--- src/rtl/char_fetch_pkg.sv ---
// Shared constants for the text-frame character fetcher: machine word size
// and the display geometry and FSM states used by char_fetch.
package gc;
  localparam int WORD_SIZE = 32;
endpackage

package char_fetch_pkg;
  localparam int ASCII_SIZE      = 8;
  localparam int CHARS_HORZ      = 80;
  localparam int CHARS_VERT      = 30;
  localparam int CHARS_PER_FRAME = CHARS_HORZ * CHARS_VERT;
  localparam int CHARS_PER_WORD  = gc::WORD_SIZE / ASCII_SIZE;
  localparam int WORDS_PER_FRAME = CHARS_PER_FRAME / CHARS_PER_WORD;
  localparam int CHR_ADDR_W      = 12;
  localparam int WORD_IDX_W      = $clog2(WORDS_PER_FRAME);
  localparam int LANE_W          = $clog2(CHARS_PER_WORD);

  typedef enum logic [1:0] {IDLE, REQ, WAIT, UNPACK} fetch_state_t;
endpackage

--- src/rtl/char_fetch_word_unpacker.sv ---
// Holds one fetched memory word and presents its characters MSB-first,
// one lane per advance.
module word_unpacker
  import char_fetch_pkg::*;
(
  input  logic                     clk,
  input  logic                     rst_n,
  input  logic                     load,
  input  logic                     advance,
  input  logic [gc::WORD_SIZE-1:0] word,
  output logic [ASCII_SIZE-1:0]    chr,
  output logic                     last
);
  logic [gc::WORD_SIZE-1:0] word_q;
  logic [gc::WORD_SIZE-1:0] shifted;
  logic [LANE_W-1:0]        lane;

  always_ff @(posedge clk or negedge rst_n) begin
    if (!rst_n) begin
      word_q <= '0;
      lane   <= '0;
    end else if (load) begin
      word_q <= word;
      lane   <= '0;
    end else if (advance) begin
      lane <= lane + 1'b1;
    end
  end

  // lane 0 is the most significant character of the word
  assign shifted = word_q << (lane * ASCII_SIZE);
  assign chr     = shifted[gc::WORD_SIZE-1 -: ASCII_SIZE];
  assign last    = (lane == LANE_W'(CHARS_PER_WORD - 1));
endmodule

--- src/rtl/char_fetch.sv ---
// Sweeps the text frame out of main memory one word at a time and streams
// the unpacked characters into the character buffer.
module char_fetch
  import char_fetch_pkg::*;
#(
  parameter logic [gc::WORD_SIZE-1:0] BASE_ADDR = 32'h0000_1000
) (
  input  logic                     clk,
  input  logic                     rst_n,
  input  logic                     frame_start,
  output logic                     mem_req,
  input  logic                     mem_gnt,
  output logic [gc::WORD_SIZE-1:0] mem_addr,
  input  logic [gc::WORD_SIZE-1:0] mem_rdata,
  output logic                     chr_we,
  output logic [CHR_ADDR_W-1:0]    chr_addr,
  output logic [ASCII_SIZE-1:0]    chr_data,
  output logic                     busy,
  output logic                     frame_done,
  output logic                     overrun
);
  fetch_state_t            state, state_nxt;
  logic [WORD_IDX_W-1:0]   word_idx;
  logic [CHR_ADDR_W-1:0]   chr_idx, addr_hold;
  logic [ASCII_SIZE-1:0]   chr_lane, data_hold;
  logic                    load, advance, lane_last, last_word, start_ok;

  assign last_word = (word_idx == WORD_IDX_W'(WORDS_PER_FRAME - 1));
  assign start_ok  = frame_start && !busy;

  always_ff @(posedge clk or negedge rst_n) begin
    if (!rst_n) state <= IDLE;
    else        state <= state_nxt;
  end

  always_comb begin
    state_nxt = state;
    case (state)
      IDLE:    if (start_ok) state_nxt = REQ;
      REQ:     if (mem_gnt) state_nxt = WAIT;
      WAIT:    state_nxt = UNPACK;
      UNPACK:  if (lane_last) state_nxt = last_word ? IDLE : REQ;
      default: state_nxt = IDLE;
    endcase
  end

  // Character outputs are live during UNPACK and otherwise show the last write.
  always_comb begin
    mem_req    = (state == REQ);
    busy       = (state != IDLE);
    load       = (state == WAIT);
    advance    = (state == UNPACK);
    chr_we     = advance;
    frame_done = advance && lane_last && last_word;
    chr_addr   = advance ? chr_idx  : addr_hold;
    chr_data   = advance ? chr_lane : data_hold;
  end

  always_ff @(posedge clk or negedge rst_n) begin
    if (!rst_n) begin
      mem_addr  <= BASE_ADDR;
      word_idx  <= '0;
      chr_idx   <= '0;
      addr_hold <= '0;
      data_hold <= '0;
      overrun   <= 1'b0;
    end else begin
      if (start_ok) begin
        word_idx <= '0;
        chr_idx  <= '0;
        mem_addr <= BASE_ADDR;
      end
      if (frame_start && busy) overrun <= 1'b1;
      if (advance) begin
        addr_hold <= chr_idx;
        data_hold <= chr_lane;
        chr_idx   <= chr_idx + 1'b1;
        if (lane_last && !last_word) begin
          word_idx <= word_idx + 1'b1;
          mem_addr <= mem_addr + 1'b1;
        end
      end
    end
  end

  word_unpacker u_unpack (
    .clk     (clk),
    .rst_n   (rst_n),
    .load    (load),
    .advance (advance),
    .word    (mem_rdata),
    .chr     (chr_lane),
    .last    (lane_last)
  );
endmodule

--- config.mk ---
export PLATFORM = sky130hd
export DESIGN_NAME = char_fetch
export DESIGN_NICKNAME = d
export VERILOG_FILES = /design/src/rtl/char_fetch_pkg.sv /design/src/rtl/char_fetch_word_unpacker.sv /design/src/rtl/char_fetch.sv
export SDC_FILE = /design/constraint.sdc
export NUM_CORES = 1
export LEC_CHECK = 0
export BUFFER_PORTS_ARGS = -buffer_cell sky130_fd_sc_hd__buf_2
export CAP_MARGIN = 20
export CORE_MARGIN = 5
export CORE_UTILIZATION = 40
export CTS_CLUSTER_DIAMETER = 60
export CTS_CLUSTER_SIZE = 8
export DETAILED_ROUTE_END_ITERATION = 16
export PLACE_DENSITY_LB_ADDON = 0.12
export SYNTH_ARGS = -nofsm -noshare
export SYNTH_HDL_FRONTEND = slang
export SYNTH_HIERARCHICAL = 1
export SYNTH_SLANG_ARGS = --single-unit
--- constraint.sdc ---
create_clock -name clk -period 2.85 [get_ports clk]
set_input_delay 0.57 -clock clk [delete_from_list [all_inputs] [get_ports clk]]
set_output_delay 0.57 -clock clk [all_outputs]
set_load 0.02 [all_outputs]
==> summary.txt <==
Status
  – Outcome: complete, no violations

Floorplanning
  – Die Ht: 127 µm
  – Starting density of the core: 0.412
  – Boundary Pins: a little over 90
  – Die area: 0.0162 mm²
  – Rows: 42
  – DIE WIDTH: 127 µm
  – Core Region: 0.0133 mm²

Yosys
  – Mapped Nets: approximately 540
  – Syn avg cell area: 11.2 µm²
  – Synth Instances: 492
  – Prevailing post-synth register cell: dfrtp_1
  – Synth cell types: 54
  – FFs w/ async S/R, synth: 1.00
  – Seq/Total Area, Yosys: 0.506
  – Synth warn: 6
  – Cell area after synthesis: 0.00550 mm²
  – EDFF count, synth: 0
  – Register bit count reported by yosys: between 100 and 150

Pwr
  – Register share of total power: 0.399
  – Comb pwr share: 0.382
  – Leakage dissipation: approximately 3 nW
  – Clock power frac: 0.220
  – Pwr dens: 911 mW/mm²
  – P_int: 3.85 mW
  – Worst IR Drop VDD: 634 µV
  – Switch share: 0.348
  – Sw Pwr: between 2 and 2.5 mW

Cells and area
  – Diodes inserted: 0
  – Post-route cell area: 0.00648 mm²
  – Fin nets: 629
  – Share of layout cells above drive strength 1: 0.336
  – Most frequent cells in the layout: 110 x dfrtp_1, 91 x buf_2, 55 x nand2_1
  – Layout area overhead: 17.9%
  – Layout Cells excl Fill: 765
  – Commonest non-fill, non-tap cell in the layout: dfrtp_1

STA
  – Max Clk Rate: 388 MHz
  – Tcrit/Tclk final: 0.904
  – Final setup TNS: 0 ps
  – Setup violations, final: 0
  – Final Hold Viols: 0
  – Slew Limit Fails: 0
  – Final worst setup slack: 274 ps
  – Setup Skew: 5.66 ps
  – RSZ-0062 raised after global routing: false
  – Relative slew slack: 0.523
  – Crit path time final: about 2600 ps
  – Slew @ Worst Pin: 714 ps

Placement
  – Cell count after placement: 749
  – Detailed Place HPWL: 8900 µm
  – GPL Wtd Cong: 0.774
  – Area post-placement: about 0.006 mm²
  – IO buf count: a little over 90
  – Post-Place Setup Slack: 522 ps

Route
  – TritonRoute pass-1 iters: 4
  – WL per Instance: 16.8 µm
  – WL final: between 10000 and 15000 µm
  – Antenna viol nets, final: 0
  – Initial DRC count: 260
  – Vias: 4120
  – # DRC: 0
  – DR vias/cell: between 5 and 6

Global routing
  – Largest net degree at the start of global routing: 47
  – Via count of the first global-routing pass: 4106
  – GRT Resource Usage Total: 0.166
  – Grt ovf: 0
  – Initial antenna violation count: 0
  – First-pass GRT wire length: 21500 µm

Setup path
  – Arr. time, crit path: 2010 ps
  – Crit Path Category: reg2out
  – Crit-path max FO: 6
  – Startpoint types: flip-flop
  – Element type at the critical path end: output port
  – Crit Reg-Reg Startpoint: state[1]
  – Required time worst endpoint: 2280 ps
  – Worst r2r path cells: 7
  – RR Endpoint: chr_idx[11]
  – Reg2reg setup slack: 700 ps

Clock tree
  – H-tree levels: 3
  – Clock slew at reported path FFs: 70 ps
  – CTS Sinks: 111
  – CTS tree: built
  – CTS Root Cell: clkbuf_16
  – Total CTS buffers: 9
  – Number of setup buffers added after CTS: 0
  – Clock latency on the worst-skew pair: 350 ps
  – Maximum root-to-sink buffer count: 2

Run
  – Max Cap Violations: 0

Min path
  – Hold WC Path Type: in2async
power groups by stage:
stage / combinational (mW) / clock [mW] / sequential, mW
floorplan: 1.74 / 0 / 2.32
global placement: 2.22 / 0 / 2.36
finish: 2.25 / 1.30 / 2.35
global route: 2.47 / 1.41 / 2.42
CTS: 2.30 / 1.34 / 2.36
detailed placement: 2.29 / 0 / 2.39
critical path, cell delays in order, from the launching register on:
cell and delay, ps:
dfrtp_1 420, or3b_1 460, or3_4 420, nor2_1 170, buf_2 190
worst max-delay path by stage:
| stage | slack [ps] | cells past startpoint | endpoint | from |
|---|---|---|---|---|
| after floorplan | 350 | 4 | chr_addr[0] | state[1] |
| after global placement | 390 | 5 | word_idx[2] | word_idx[5] |
| after detailed placement | 520 | 4 | frame_done | word_idx[5] |
| after CTS | 130 | 4 | frame_done | word_idx[5] |
| after global routing | 120 | 4 | frame_done | word_idx[5] |
| final | 270 | 4 | frame_done | word_idx[5] |
flip-flops by register name, indices dropped and copies added, names as in the netlist:
name	cells
u_unpack/word_q	32
addr_hold	12
u_unpack/lane	2
data_hold	8
chr_idx	12
overrun	1
mem_addr	32
word_idx	10
state	2
Yosys cell counts, drive strengths merged, types with 2 or more instances:
cell / n / area (µm²)
xor2: 5 / 43.8
mux2i: 10 / 100
o31ai: 14 / 115
or3: 3 / 18.8
inv: 12 / 45.0
and3: 4 / 25.0
xnor2: 4 / 35.0
nand2: 55 / 206
and2: 8 / 51.3
a41oi: 4 / 35.0
a31oi: 4 / 25.0
ha: 9 / 113
nand4: 19 / 146
a21oi: 10 / 53.8
dfrtp: 110 / 2750
nand2b: 2 / 12.5
mux4: 8 / 180
clkbuf: 5 / 18.8
mux2: 53 / 597
buf: 22 / 154
nand3: 24 / 125
o211ai: 5 / 37.5
o21ai: 55 / 275
nor3: 8 / 50.1
nor2: 22 / 82.6
metrics by stage:
step | total power [mW] | hold slack (ps) | util
floorplan | 4.06 | 274 | -
global placement | 4.58 | 466 | 0.461
detailed placement | 4.68 | 456 | 0.462
CTS | 6.00 | 275 | 0.485
global route | 6.30 | 298 | 0.485
finish | 5.90 | 246 | 0.485
repair_timing:
action,4_1_cts,5_1_grt
setup endpoints to repair,0,1
hold buffers,0,0
gates resized for setup,0,1
final cells by class:
type	instances	area, µm²
tap	176	220
clock buffer	13	260
fill	1265	6870
clock inverter	3	42.5
inverter	12	45.0
sequential	111	2780
multi-input combinational	342	2520
timing repair buffer	108	616
per-layer routing:
layer	GRT usage	part of all wire	vias up
li1	-	-	1973
met1	0.231	0.46	2046
met2	0.251	0.46	95
met3	0.0580	0.063	6
met4	0.0366	0.0088	0
met5	0	0	-
cells by family (layout without fill, tap and decap cells):
logic type	after synthesis	count (layout)	synth area share
flip-flops	111	111	0.506
buffers and inverters	39	136	0.0396
AO/OA/AOI/OAI	101	101	0.116
multiplexers	71	71	0.160
adder cells (fa/ha/maj)	9	9	0.0205
AND/OR/NAND/NOR	152	152	0.144
XOR/XNOR	9	9	0.0143
Power figures use the tool's default switching activity.
